## src/rtl/hwpe_ctrl_periph2reqrsp.sv

```systemverilog
// Periph (req/gnt) target to reqrsp (Q/P valid/ready) initiator bridge.
// An ID FIFO remembers each accepted request's periph ID so the response can echo it.
module hwpe_ctrl_periph2reqrsp #(
    parameter int unsigned AW            = 32,
    parameter int unsigned DW            = 32,
    parameter int unsigned ID_WIDTH      = 8,
    parameter int unsigned NbOutstanding = 2
) (
    input  logic                clk_i,
    input  logic                rst_ni,
    input  logic                clear_i,
    // periph target side
    input  logic                periph_req_i,
    output logic                periph_gnt_o,
    input  logic [AW-1:0]       periph_add_i,
    input  logic                periph_wen_i,
    input  logic [DW/8-1:0]     periph_be_i,
    input  logic [DW-1:0]       periph_data_i,
    input  logic [ID_WIDTH-1:0] periph_id_i,
    output logic [DW-1:0]       periph_r_data_o,
    output logic                periph_r_valid_o,
    output logic [ID_WIDTH-1:0] periph_r_id_o,
    // reqrsp initiator side
    output logic [AW-1:0]       q_addr_o,
    output logic                q_write_o,
    output logic [DW/8-1:0]     q_strb_o,
    output logic [DW-1:0]       q_data_o,
    output logic                q_valid_o,
    input  logic                q_ready_i,
    input  logic [DW-1:0]       p_data_i,
    input  logic                p_valid_i,
    output logic                p_ready_o,
    output logic                idle_o
);

    localparam int unsigned PTR_W = (NbOutstanding > 1) ? $clog2(NbOutstanding) : 1;
    localparam int unsigned CNT_W = $clog2(NbOutstanding + 1);

    localparam logic [PTR_W-1:0] LAST_PTR = PTR_W'(NbOutstanding - 1);
    localparam logic [CNT_W-1:0] MAX_CNT  = CNT_W'(NbOutstanding);

    logic [ID_WIDTH-1:0] id_fifo [NbOutstanding];
    logic [PTR_W-1:0]    wr_ptr;
    logic [PTR_W-1:0]    rd_ptr;
    logic [CNT_W-1:0]    count;

    logic full;
    logic empty;
    logic accept;
    logic pop;

    logic                r_valid;
    logic [DW-1:0]       r_data;
    logic [ID_WIDTH-1:0] r_id;

    function automatic logic [PTR_W-1:0] ptr_next(input logic [PTR_W-1:0] ptr);
        // Explicit wrap keeps non-power-of-2 depths correct.
        if (ptr == LAST_PTR) begin
            return '0;
        end
        return ptr + PTR_W'(1);
    endfunction

    assign full   = (count == MAX_CNT);
    assign empty  = (count == '0);
    assign idle_o = empty;

    // Request path is purely combinational; no grant while full, even if a pop is pending.
    assign q_valid_o    = periph_req_i & ~full;
    assign periph_gnt_o = periph_req_i & ~full & q_ready_i;
    assign q_addr_o     = periph_add_i;
    assign q_write_o    = ~periph_wen_i;
    assign q_strb_o     = periph_be_i;
    assign q_data_o     = periph_data_i;

    assign accept = q_valid_o & q_ready_i;
    // A P beat with nothing outstanding is dropped.
    assign pop    = p_valid_i & ~empty;

    assign p_ready_o = 1'b1;

    always_ff @(posedge clk_i or negedge rst_ni) begin
        if (!rst_ni) begin
            wr_ptr <= '0;
            rd_ptr <= '0;
            count  <= '0;
        end else if (clear_i) begin
            wr_ptr <= '0;
            rd_ptr <= '0;
            count  <= '0;
        end else begin
            if (accept) begin
                wr_ptr <= ptr_next(wr_ptr);
            end
            if (pop) begin
                rd_ptr <= ptr_next(rd_ptr);
            end
            case ({accept, pop})
                2'b10:   count <= count + CNT_W'(1);
                2'b01:   count <= count - CNT_W'(1);
                default: count <= count;
            endcase
        end
    end

    always_ff @(posedge clk_i) begin
        if (accept) begin
            id_fifo[wr_ptr] <= periph_id_i;
        end
    end

    // Response stage: one cycle after the P beat.
    always_ff @(posedge clk_i or negedge rst_ni) begin
        if (!rst_ni) begin
            r_valid <= 1'b0;
            r_data  <= '0;
            r_id    <= '0;
        end else if (clear_i) begin
            r_valid <= 1'b0;
        end else begin
            r_valid <= pop;
            if (pop) begin
                r_data <= p_data_i;
                r_id   <= id_fifo[rd_ptr];
            end
        end
    end

    assign periph_r_valid_o = r_valid;
    assign periph_r_data_o  = r_data;
    assign periph_r_id_o    = r_id;

`ifndef SYNTHESIS
    assert property (@(posedge clk_i) disable iff (!rst_ni) p_valid_i |-> !empty)
        else $error("p_valid_i received with no outstanding transaction");
    assert property (@(posedge clk_i) disable iff (!rst_ni) clear_i |-> empty)
        else $error("clear_i asserted while transactions are outstanding");
`endif

endmodule

```

## config.mk

```make
export PLATFORM = sky130hd
export DESIGN_NAME = hwpe_ctrl_periph2reqrsp
export DESIGN_NICKNAME = d
export VERILOG_FILES = /design/src/rtl/hwpe_ctrl_periph2reqrsp.sv
export SDC_FILE = /design/constraint.sdc
export NUM_CORES = 1
export LEC_CHECK = 0
export BUFFER_PORTS_ARGS = -buffer_cell sky130_fd_sc_hd__buf_2
export CORE_MARGIN = 1
export CORE_UTILIZATION = 41
export DETAILED_ROUTE_END_ITERATION = 16
export PLACE_DENSITY = 0.91
export SYNTH_ARGS = -nofsm -noshare
export SYNTH_HDL_FRONTEND = slang
export SYNTH_SLANG_ARGS = --single-unit
```

## constraint.sdc

```tcl
create_clock -name clk_i -period 1.8 [get_ports clk_i]
set_input_delay 0.09 -clock clk_i [delete_from_list [all_inputs] [get_ports clk_i]]
set_output_delay 0.09 -clock clk_i [all_outputs]
set_load 0.005 [all_outputs]
```

# Word-level counts from Yosys, hierarchy flattened
# Memory sizes are Yosys's and may differ from the RTL's. A register that Yosys moved wholly into a read port is not among the register bits.
# Cells that the tools add are included.
totals:
  ff_bits: 37
  latch_bits: 0
  ram_bits: 16
  romBits: 0
  inputBits: 115
  out_inout_bits: 114
  elab_cells: 45
  mem_count: 1
op_classes:
  n_addsub: 4
  multipliers: 0
  div: 0
  n_lt_le_gt_ge: 0
  n_eq_ne: 3
  n_shift: 0
  n_mux: 19
  bitwise: 7
  n_reduce_logical: 6
mem_list:
  columns: ["memory", "words", "word_bits", "rd", "rd_ports_with_merged_regs", "wr", "line", "rtl"]
  rows:
  - ["id_fifo", 2, 8, 1, 1, 1, "42", "logic [ID_WIDTH-1:0] id_fifo [NbOutstanding];"]
ops:
  columns: ["operator", "n"]
  rows:
  - ["2-to-1 mux 1 bit", 17]
  - ["equality test 2 bit, second input constant", 2]
  - ["NOT 1 bit", 4]
  - ["case mux 2 bit (2 select lines)", 1]
  - ["nonzero test 2 bit", 2]
  - ["bitwise AND 1 bit", 3]
  - ["nonzero test 3 bit", 1]
  - ["adder 1 bit, second input constant", 2]
  - ["adder 2 x 1 -> 2 bit, second input constant", 1]
  - ["equality test 2 x 1 -> 1 bit, second input constant", 1]
  - ["logical NOT 2 bit", 1]
  - ["2-to-1 mux 2 bit", 1]
  - ["AND reduction 2 bit", 1]
  - ["subtractor 2 x 1 -> 2 bit, second input constant", 1]
  - ["logical NOT 1 bit", 1]

# Longest topological paths before layout
# Gate-level depths: netlist of run 1.
depth:
  depth_word: 9
  ltp_mapped: 4
  mapped_depth_nobuf: 3

# Least setup slack after synthesis of run 1
# OpenSTA, ideal clock, no wires.
synth_path:
  path_type: "reg2reg"
  start: "register count[1]"
  end: "memory id_fifo[0][0], enable pin"
  setup_ns: 0.324
  arrival_ns: 1.170
  required_ns: 1.476
  setup_slack_ns: 0.306
  stages_incl_launch_ff: 4
  n_path_buf: 0
  synth_period_minus_slack_ns: 1.494
  cell_sequence: "dfrtp_1 -> nor2b_2 -> or3_1 -> inv_1"
synth_between:
  elab_chain_cells: 6
synth_rtl:
  columns: ["element", "line", "rtl"]
  rows:
  - ["start, declared", "45", "logic [CNT_W-1:0] count;"]
  - ["start signal, assigned", "99", "2'b10: count <= count + CNT_W'(1);"]
  - ["start signal, assigned", "100", "2'b01: count <= count - CNT_W'(1);"]
  - ["start signal, assigned", "101", "default: count <= count;"]
  - ["equality test 2 bit", "64", "assign full = (count == MAX_CNT);"]
  - ["NOT 1 bit", "69", "assign q_valid_o = periph_req_i & ~full;"]
  - ["bitwise AND 1 bit", "69", null]
  - ["bitwise AND 1 bit", "76", "assign accept = q_valid_o & q_ready_i;"]
  - ["2-to-1 mux 1 bit", "107", "if (accept) begin"]
  - ["2-to-1 mux 1 bit (implied by the code)", "108", "id_fifo[wr_ptr] <= periph_id_i;"]
  - ["end, declared", "42", null]
# Every way passes these cells.

# Worst setup path after layout of run 1
layout_path:
  start: "register count[1]"
  end: "memory id_fifo[0][3], enable pin"
# The elaborated chain is that of the path after synthesis.

==> results of run 1 <==
-- cell type report --
type,instances,area (sq um)
sequential,61,1607
fill,561,3522
timing repair buffer,134,903.4
inverter,2,7.507
tap,99,123.9
clock inverter,4,50.05
clock buffer,12,187.7
multi-input combinational,71,852.1
-- flip-flops by register name, indices dropped and copies added (netlist names) --
signal and count:
periph_r_id_o 8, id_fifo 16, count 2, wr_ptr 1
rd_ptr 1, periph_r_valid_o 1, periph_r_data_o 32
-- where the power goes --
group	internal [mW]	total [mW]	switching, mW
sequential	1.70	1.87	0.176
clock	0.843	1.38	0.540
combinational	0.612	0.927	0.315
total	3.15	4.18	1.03
-- routing by layer --
metal / share of wire (%) / vias to the layer above
met5: 0 / -
met4: 2.7 / 0
met3: 15 / 24
met2: 51 / 132
met1: 32 / 834
li1: - / 782
-- worst paths after layout --
path                                      from             endpoint  depth (start not counted)
min in group asynchronous               rst_ni   periph_r_data_o[1]                          2
min reg2reg                periph_r_data_o[21]  periph_r_data_o[21]                          1
max in group asynchronous               rst_ni  periph_r_data_o[24]                          3
max                                   count[1]        id_fifo[0][3]                          3
min                                p_data_i[4]   periph_r_data_o[4]                          2
max reg2reg                           count[1]        id_fifo[0][3]                          3
-- synthesized netlist by cell type, types with 2 or more instances --
cell type  instances
mux2_2             9
a21oi_1            3
or3_1              2
buf_4             69
inv_1              2
nor2_1             3
buf_12             4
nor2b_1            2
edfxtp_1          16
mux2_4            39
dfrtp_1           45
-- cell families after synthesis --
family	Yosys count	synth area share (%)
muxes	48	22.39
AOI/OAI and AO/OA	8	1.876
xor gates and xnor gates	1	0.2855
and+or+nand+nor	13	3.099
DFF	61	52.37
buffers and inverters	76	19.86
other	1	0.1222
-- layout by cell type (no fill, tap or decap), drive strengths merged, types with 2 or more instances in the layout --
| cell type | netlist | routed |
|---|---|---|
| a21oi | 3 | 3 |
| buf | 73 | 94 |
| clkbuf | 1 | 12 |
| clkinv | 0 | 2 |
| dfrtp | 45 | 45 |
| dlygate4sd3 | 0 | 40 |
| edfxtp | 16 | 16 |
| inv | 2 | 2 |
| mux2 | 48 | 48 |
| nor2 | 4 | 4 |
| nor2b | 3 | 3 |
| o21ai | 2 | 2 |
| or3 | 2 | 2 |
-- metrics by stage --
step           area [sq um]  util (%)  hold slack [ns]  instances  power, mW
2_1_floorplan          3068         -          -0.2056        208      2.426
3_3_place_gp           3093     42.64         -0.05253        327      2.666
3_5_place_dp           3093     42.64         -0.04986        327      2.716
4_1_cts                3731     51.44         0.005835        383      4.174
5_1_grt                3731     51.44         0.008050        383      4.376
6_report               3731     51.44          0.01467        383      4.183
-- worst register-to-register path, delay by kind of cell (launching register included) --
family                 cells  cell delay (ns)
and+or+nand+nor            2             0.60
buffers and inverters      1             0.27
DFF                        1             0.45
-- timing repair --
action,in CTS,in global routing
hold buffers,40,0
resized for setup,0,0
setup endpoints to repair,0,0
hold endpoints to repair,55,0
==> run metrics, run 1 <==
endpoint class of the critical path flip-flop; ys flop type dfrtp_1; FP Rows 31; mapped cell area 0.003068 sq mm; startpoint types flip-flop; status complete, no violations; count of pins over their slew limit 0; Post-CTS Setup Inserts 0; Starting Density 42.30%; GRT Total Usage 20.02%; Slowest cell on crit path dfrtp_1; Die Y 88.51 um; final hold vios 0; FFs w/ async S/R, synth 73.77%; critical-path maximum fanout 8; first-pass GRT wire length 10990 um; Longest Clk Path Bufs 2; Die ar. 0.007833 sq mm; Pwr per Cell Area 1121 mW/mm^2; fin nets 394; hold crit path type primary input to flip-flop; CP required 1.81 ns; peak supply drop 0.4074 mV; routability congestion estimate from global placement 0.6915; number of port buffers 91; Final WS setup 0.1555 ns; die width 88.51 um; met1 Use GR 17.65%; DRC viols 0; Syn Nets 323; Leak 1.765 nW; Clock transition at path regs 0.07 ns; met3 usage 11.66%; Num CTS Buffers 9; R2R setup slack 0.16 ns; First-pass DRT Iterations 4; met2 Track Usage GR 35.10%; vias in the first global route 1899; max frequency 608.1 MHz; Avg WL per Cell 20.96 um; Syn Area/Cell 14.75 sq um; DP HPWL 5424 um; critical path type flip-flop to flip-flop; Setup TNS Final 0 ns; 1st-iter DRT viols 43; DR vias 1772; post-layout min period 1.644 ns; synth-to-layout area growth 21.62%; TritonCTS clock tree yes; main area contributors after synthesis dfrtp_1 37%, mux2_4 19%, buf_4 17%; vias per std cell 4.627; CP top delay family simple AND/OR/NAND/NOR gates; Clock Tree Root clkbuf_8; CP Buf/Inv Count 1; # diodes 0; # IOs 229; clk_skew 0.004918 ns; grt ovf 0; share of cells above drive strength 1 56.69%; initial antenna violation count 0; yosys warns 0; crit path cell chain nor2b_2 > or3_1 > inv_1; EDFF count, synth 16; sequential share of the synthesized area 52.37%; Setup WS pre-CTS 0.1627 ns; Synth area leader dfrtp_1; CP arrival 1.65 ns; peak per-stage delay on the critical path 0.45 ns; synthesized flop and latch total 61; Synth cell types 25; clk sinks 61; core area 0.007253 sq mm; final period utilization 91.36%; pin count of the biggest net entering global routing 38; # setup viols final 0; max cap viols 0; CTS H-tree lvls 3; RSZ-0062 raised after global routing no; Total Wirelength 8026 um; Clk Latency, worst-skew pair 0.33 ns; Final ANT Viol Nets 0; Syn Inst Count 208; top cell type's share of synthesized area 36.70%; GR peak layer met2
Power figures use the tool's default switching activity.
==> inputs of run 2 (changes only) <==
--- a/config.mk
+++ b/config.mk
@@ -5,11 +5,13 @@
 export SDC_FILE = /design/constraint.sdc
 export NUM_CORES = 1
 export LEC_CHECK = 0
+export ABC_AREA = 1
 export BUFFER_PORTS_ARGS = -buffer_cell sky130_fd_sc_hd__buf_2
-export CORE_MARGIN = 1
-export CORE_UTILIZATION = 41
+export CORE_AREA = 2 2 89 91
 export DETAILED_ROUTE_END_ITERATION = 16
-export PLACE_DENSITY = 0.91
+export DIE_AREA = 0 0 91 93
+export PLACE_DENSITY = 0.88
+export SLEW_MARGIN = 20
 export SYNTH_ARGS = -nofsm -noshare
 export SYNTH_HDL_FRONTEND = slang
 export SYNTH_SLANG_ARGS = --single-unit
==> run 2 against run 1 <==
Maximum frequency rose by 8.2%. Core utilization shrank 4.0 points. Count of clock-buffer cells in the layout down 3. Non-clock buffer count rose by 4. Critical path type is now flip-flop to output port. Combinational power increased by 41%. Area after synthesis is 5.5% lower. Cell area shrank 4.3%. Power increased by 13%. Clock skew grew 0.0073 ns. Sequential share of layout area is 1.9 points higher. Hold slack better by 0.068 ns.
==> run metrics, run 2 <==
Final ANT Viol Nets 0 (unchanged); hold crit path type primary input to flip-flop; # IOs 229 (unchanged); max frequency 658.2 MHz (+8.2%); fin nets 491 (+25%); DRC viols 0 (unchanged); synth-to-layout area growth 23.13%; Avg WL per Cell 15.45 um (-26%); Synth cell types 20 (-20%); ys flop type dfrtp_1; First-pass DRT Iterations 6 (+2); FP Rows 32 (+3.2%); TritonCTS clock tree yes; DP HPWL 4878 um (-10%); vias per std cell 4.495 (-2.8%); Die ar. 0.008463 sq mm (+8.0%); total power 4.711 mW (+13%); Leak 1.857 nW (+5.2%); Clock Tree Root clkbuf_8; first-pass GRT wire length 11450 um (+4.1%); synthesized flop and latch total 61 (unchanged); top cell type's share of synthesized area 38.84% (+2.1 points); Starting Density 38.51% (-3.8 points); sequential share of the synthesized area 55.42% (+3.1 points); Slowest cell on crit path dfrtp_1; critical path type flip-flop to output port; area post-placement 0.002950 sq mm (-4.6%); Synth top cells by count 112 x nand2_1, 69 x buf_4, 45 x dfrtp_1, 25 x nor2_1, 16 x edfxtp_1; grt ovf 0 (unchanged); routability congestion estimate from global placement 0.7465 (+8.0%); pin count of the biggest net entering global routing 34 (-11%); Num CTS Buffers 9 (unchanged); Pwr per Cell Area 1320 mW/mm^2 (+18%); status complete, no violations; count leader, synth nand2_1; FFs w/ async S/R, synth 73.77% (unchanged); final hold vios 0 (unchanged); max cap viols 0 (unchanged); Hold Slack 0.08314 ns (+0.06848 ns); CP Buf/Inv Count 3 (+2); main area contributors after synthesis dfrtp_1 39%, buf_4 18%, edfxtp_1 17%; Clk Latency, worst-skew pair 0.35 ns (+0.02 ns); GRT Total Usage 17.94% (-2.1 points); Longest Clk Path Bufs 2 (unchanged); mapped cell area 0.002899 sq mm (-5.5%); core area 0.007527 sq mm (+3.8%); Die Y 93 um (+5.1%); crit path cell chain inv_1 > nand2_1 > nand3_2 > inv_1 > buf_2; Syn Nets 420 (+30%); Synth area leader dfrtp_1; Total Wirelength 7464 um (-7.0%); 1st-iter DRT viols 141 (+230%); RSZ-0062 raised after global routing no; number of port buffers 91 (unchanged); initial antenna violation count 0 (unchanged); Final Instance Area 0.003570 sq mm (-4.3%); final period utilization 84.40% (-7.0 points); Setup TNS Final 0 ns (unchanged); EDFF count, synth 16 (unchanged); DR vias 2171 (+23%); endpoint class of the critical path output port; post-layout min period 1.519 ns (-0.1252 ns); most frequent cells in the layout 112 x nand2_1, 91 x buf_2, 45 x dfrtp_1; clk_skew 0.01224 ns (+0.007327 ns); count of pins over their slew limit 0 (unchanged); # setup viols final 0 (unchanged); yosys warns 0 (unchanged); peak supply drop 0.6209 mV (+52%); die width 91 um (+2.8%); share of cells above drive strength 1 31.50% (-25 points); cell with the most instances on the worst path inv_1; # diodes 0 (unchanged); Clock transition at path regs 0.07 ns (about the same); Largest register FFs 32 (unchanged); vias in the first global route 2228 (+17%); post-cts gate resize count 0 (unchanged); CP top delay family flip-flops; Syn Area/Cell 9.505 sq um (-36%); startpoint types flip-flop; CTS H-tree lvls 3 (unchanged); CP arrival 1.43 ns (-0.22 ns); clk sinks 61 (unchanged); CP required 1.71 ns (-0.10 ns); Syn Inst Count 305 (+47%); peak per-stage delay on the critical path 0.47 ns (+0.02 ns); critical-path maximum fanout 6 (-2); commonest non-fill, non-tap cell in the layout nand2_1
-- run 2: cell types whose count changed after synthesis, sizes merged, moves of 2 or more --
cell / before / now
nand3: 0 / 3
inv: 2 / 9
buf: 73 / 78
nand2: 1 / 112
o31ai: 0 / 8
mux2: 48 / 0
nor2b: 3 / 0
nor2: 4 / 26
or3: 2 / 0
-- run 2: area by class of cell --
cell class | instances | area, sq um
fill | 733 | 3958
sequential | 61 | 1607
timing repair buffer | 138 | 925.9
multi-input combinational | 156 | 673.1
tap | 102 | 127.6
clock buffer | 9 | 123.9
clock inverter | 7 | 75.07
inverter | 10 | 37.54
-- run 2: worst paths after layout --
kind                                  endpoint  slack, ns                 from  depth (start not counted)
max in group asynchronous   periph_r_data_o[9]       0.87               rst_ni                          3
setup reg to reg              periph_r_id_o[4]       0.31             count[1]                          6
min in group asynchronous  periph_r_data_o[21]       0.22               rst_ni                          2
hold / removal                          rd_ptr       0.08            p_valid_i                          3
setup / recovery                  periph_gnt_o       0.28             count[0]                          5
hold reg to reg            periph_r_data_o[20]       0.47  periph_r_data_o[20]                          2
-- run 2: cell families after synthesis --
kind of cell,count (synthesis),synth area share [%]
and+or+nand+nor,142,19.08
buffers and inverters,88,21.36
DFF,61,55.42
AOI/OAI and AO/OA,13,4.014
other,1,0.1294
-- run 2: stage by stage --
| stage | utilization, % | setup slack (ns) | cells |
|---|---|---|---|
| 6_report | 47.42 | 0.2807 | 483 |
| 5_1_grt | 47.42 | 0.1462 | 483 |
| 4_1_cts | 47.42 | 0.2926 | 483 |
| 3_5_place_dp | 39.20 | 0.3184 | 425 |
| 3_3_place_gp | 39.20 | 0.3945 | 425 |
| 2_1_floorplan | - | 0.3325 | 305 |
-- run 2: timing repair --
action,CTS,global route
setup buffers,0,0
hold endpoints to repair,69,0
hold buffers,42,0
-- run 2: routing by layer --
| metal | GRT usage (%) | up-vias | part of all wire [%] |
|---|---|---|---|
| li1 | - | 1019 | - |
| met1 | 16.50 | 1009 | 34 |
| met2 | 33.52 | 122 | 54 |
| met3 | 8.058 | 21 | 9.5 |
| met4 | 8.081 | 0 | 2.0 |
| met5 | 2.564 | - | 0 |
-- run 2: where the power goes --
| group | switching, mW | internal, mW | total, mW |
|---|---|---|---|
| registers | 0.266 | 1.90 | 2.17 |
| logic | 0.668 | 0.645 | 1.31 |
| clock network | 0.583 | 0.646 | 1.23 |
| total | 1.52 | 3.19 | 4.71 |
-- run 2: worst min-delay path, cell delays in order --
cell and delay, ns:
buf_2 0.12, o21ai_4 0.09, a21oi_1 0.08
==> inputs of run 3 (changes only) <==
--- a/config.mk
+++ b/config.mk
@@ -5,12 +5,13 @@
 export SDC_FILE = /design/constraint.sdc
 export NUM_CORES = 1
 export LEC_CHECK = 0
-export ABC_AREA = 1
+export ABC_AREA = 0
 export BUFFER_PORTS_ARGS = -buffer_cell sky130_fd_sc_hd__buf_2
-export CORE_AREA = 2 2 89 91
+export CORE_ASPECT_RATIO = 1.5
+export CORE_MARGIN = 1
+export CORE_UTILIZATION = 37
 export DETAILED_ROUTE_END_ITERATION = 16
-export DIE_AREA = 0 0 91 93
-export PLACE_DENSITY = 0.88
+export PLACE_DENSITY = 0.87
 export SLEW_MARGIN = 20
 export SYNTH_ARGS = -nofsm -noshare
 export SYNTH_HDL_FRONTEND = slang
==> constraint.sdc (replaced) <==
create_clock -name clk_i -period 1.3 [get_ports clk_i]
set_input_delay 0.065 -clock clk_i [delete_from_list [all_inputs] [get_ports clk_i]]
set_output_delay 0.065 -clock clk_i [all_outputs]
set_load 0.005 [all_outputs]
==> run 3 against run 2 <==
Sequential power rose by 18%. Clock skew fell by 0.0052 ns. Cell area is 9.4% higher. Via count decreased by 17%. Clock power is 79% higher. Power is 28% higher. Global-route usage shrank 1.6 points. Hold slack lost 0.048 ns. Sequential cell count unchanged. Largest cell class unchanged. Die area increased by 2.4%. The run now ends with negative setup slack left.
==> run metrics, run 3 (synthesis results as in run 1) <==
status finished with violations; failing checks negative setup slack; critical-path maximum fanout 8 (+2); # IOs 229 (unchanged); Clk Latency, worst-skew pair 0.32 ns (-0.03 ns); final core utilization 48.75% (+1.3 points); CP top delay family simple AND/OR/NAND/NOR gates; met1 Use GR 14.08% (-2.4 points); met3 usage 10.48% (+2.4 points); grt ovf 0 (unchanged); Total Wirelength 6952 um (-6.9%); # diodes 0 (unchanged); peak supply drop 0.8047 mV (+30%); Avg WL per Cell 17.38 um (+12%); synth-to-layout area growth 27.24%; Clk pwr share 36.3% (+10 points); fin nets 405 (-18%); GR peak layer met2; clk sinks 61 (unchanged); CP Buf/Inv Count 1 (-2); number of port buffers 91 (unchanged); TritonCTS clock tree yes; post-layout min period 1.355 ns; peak per-stage delay on the critical path 0.42 ns (-0.05 ns); vias in the first global route 1904 (-15%); Num CTS Buffers 9 (unchanged); CP arrival 1.38 ns (-0.05 ns); Final WS setup -0.05457 ns (-0.3353 ns); CTS H-tree lvls 3 (unchanged); met2 Track Usage GR 27.15% (-6.4 points); Die Y 113.5 um (+22%); First-pass DRT Iterations 4 (-2); vias per std cell 4.528 (+0.73%); RSZ-0062 raised after global routing yes; most frequent cells in the layout 91 x buf_2, 43 x dfrtp_1, 41 x dlygate4sd3_1; Clock Tree Root clkbuf_16; Flop pwr share 42.5% (-3.5 points); routability congestion estimate from global placement 0.8203 (+9.9%); 1st-iter DRT viols 63 (-55%); Die ar. 0.008668 sq mm (+2.4%); Leak 1.852 nW (-0.24%); pin count of the biggest net entering global routing 20 (-41%); DP HPWL 5138 um (+5.3%); logic gate share of total power 21.2% (-6.7 points); count of pins over their slew limit 0 (unchanged); Largest register FFs 32 (unchanged); max frequency 738.2 MHz; final hold vios 0 (unchanged); GRT Total Usage 16.33% (-1.6 points); commonest non-fill, non-tap cell in the layout buf_2; endpoint class of the critical path flip-flop; Slowest cell on crit path dfrtp_1; critical path type flip-flop to flip-flop; first-pass GRT wire length 10400 um (-9.2%); Setup WS pre-CTS -0.03846 ns (-0.3569 ns); die width 76.35 um (-16%); # setup viols final 23 (+23); Starting Density 38.31% (-0.20 points); final period utilization 104.2%; max cap viols 0 (unchanged); core area 0.008008 sq mm (+6.4%); Placed Cells 341 (-20%); Longest Clk Path Bufs 2 (unchanged); hold crit path type primary input to flip-flop; initial antenna violation count 0 (unchanged); FP Rows 40 (+25%); post-route insts no fill 400 (-17%); DRC viols 0 (unchanged); Clock transition at path regs 0.05 ns (-0.02 ns); DR vias 1811 (-17%); crit path cell chain nor2b_4 > or3_4 > inv_6; clk_skew 0.007086 ns (-0.005159 ns); switching pwr 1.387 mW (-8.6%); Pint 4.666 mW (+46%); startpoint types flip-flop; Final ANT Viol Nets 0 (unchanged); CP required 1.33 ns (-0.38 ns); Net Sw Frac 22.92% (-9.3 points); share of cells above drive strength 1 60.00% (+29 points); Pwr per Cell Area 1551 mW/mm^2 (+18%)
-- run 3: changes by cell type in the layout (fill, tap and decap cells not counted), sizes merged, moves of 2 or more --
cell	previous run	this run
buf	96	104
nand3	3	0
clkinv	6	4
nand2	112	1
inv	10	2
o31ai	8	0
nor2	26	4
nor2b	0	3
mux2	0	48
or3	0	2
clkbuf	9	12
-- run 3: final cells by class --
| type | count | area (sq um) |
|---|---|---|
| Clock buffer | 12 | 267.8 |
| Clock inverter | 4 | 20.02 |
| Fill cell | 666 | 4104 |
| Inverter | 2 | 12.51 |
| Multi-Input combinational cell | 71 | 870.8 |
| Sequential cell | 61 | 1609 |
| Tap cell | 105 | 131.4 |
| Timing Repair Buffer | 145 | 992.2 |
-- run 3: power by group through the flow --
stage / combinational, mW / clock (mW) / sequential, mW
floorplan: 0.758 / 0 / 2.61
global placement: 1.15 / 0 / 2.57
detailed placement: 1.18 / 0 / 2.59
CTS: 1.28 / 2.24 / 2.57
global route: 1.38 / 2.36 / 2.62
finish: 1.28 / 2.20 / 2.57
-- run 3: worst reg2reg max path, stage by stage (launching register included) --
cell and delay (ns):
dfrtp_1 0.42, nor2b_4 0.16, or3_4 0.39, inv_6 0.10
-- run 3: per-stage QoR --
step           area (sq um)  hold WS (ns)  TNS, ns  power (mW)
2_1_floorplan          3084       -0.2306  -0.4148       3.364
3_3_place_gp           3176       0.01917  -0.3137       3.721
3_5_place_dp           3176       0.02793  -0.4052       3.766
4_1_cts                3896       0.02396   -1.578       6.093
5_1_grt                3904       0.02044   -1.723       6.361
6_report               3904       0.03559  -0.5128       6.054
-- run 3: path summary, 6_finish.rpt --
kind | start | depth (start not counted) | slack (ns) | endpoint
max | count[1] | 3 | -0.05 | id_fifo[0][2]
min | clear_i | 2 | 0.04 | rd_ptr
max reg2reg | count[1] | 3 | -0.05 | id_fifo[0][2]
min reg2reg | periph_r_data_o[15] | 1 | 0.50 | periph_r_data_o[15]
max in group asynchronous | rst_ni | 3 | 0.54 | periph_r_data_o[1]
min in group asynchronous | rst_ni | 2 | 0.21 | periph_r_id_o[0]
-- run 3: layer usage --
metal	share of wire, %	vias up
met4	5.0	0
met5	0	-
met1	29	869
met2	51	97
li1	-	802
met3	14	43
-- run 3: timing repair --
action	4_1_cts	5_1_grt
setup buffers	2	0
hold buffers	41	0
resized for setup	3	3
pin swaps	1	1
endpoints found under the setup margin	59	59
endpoints found under the hold margin	65	0
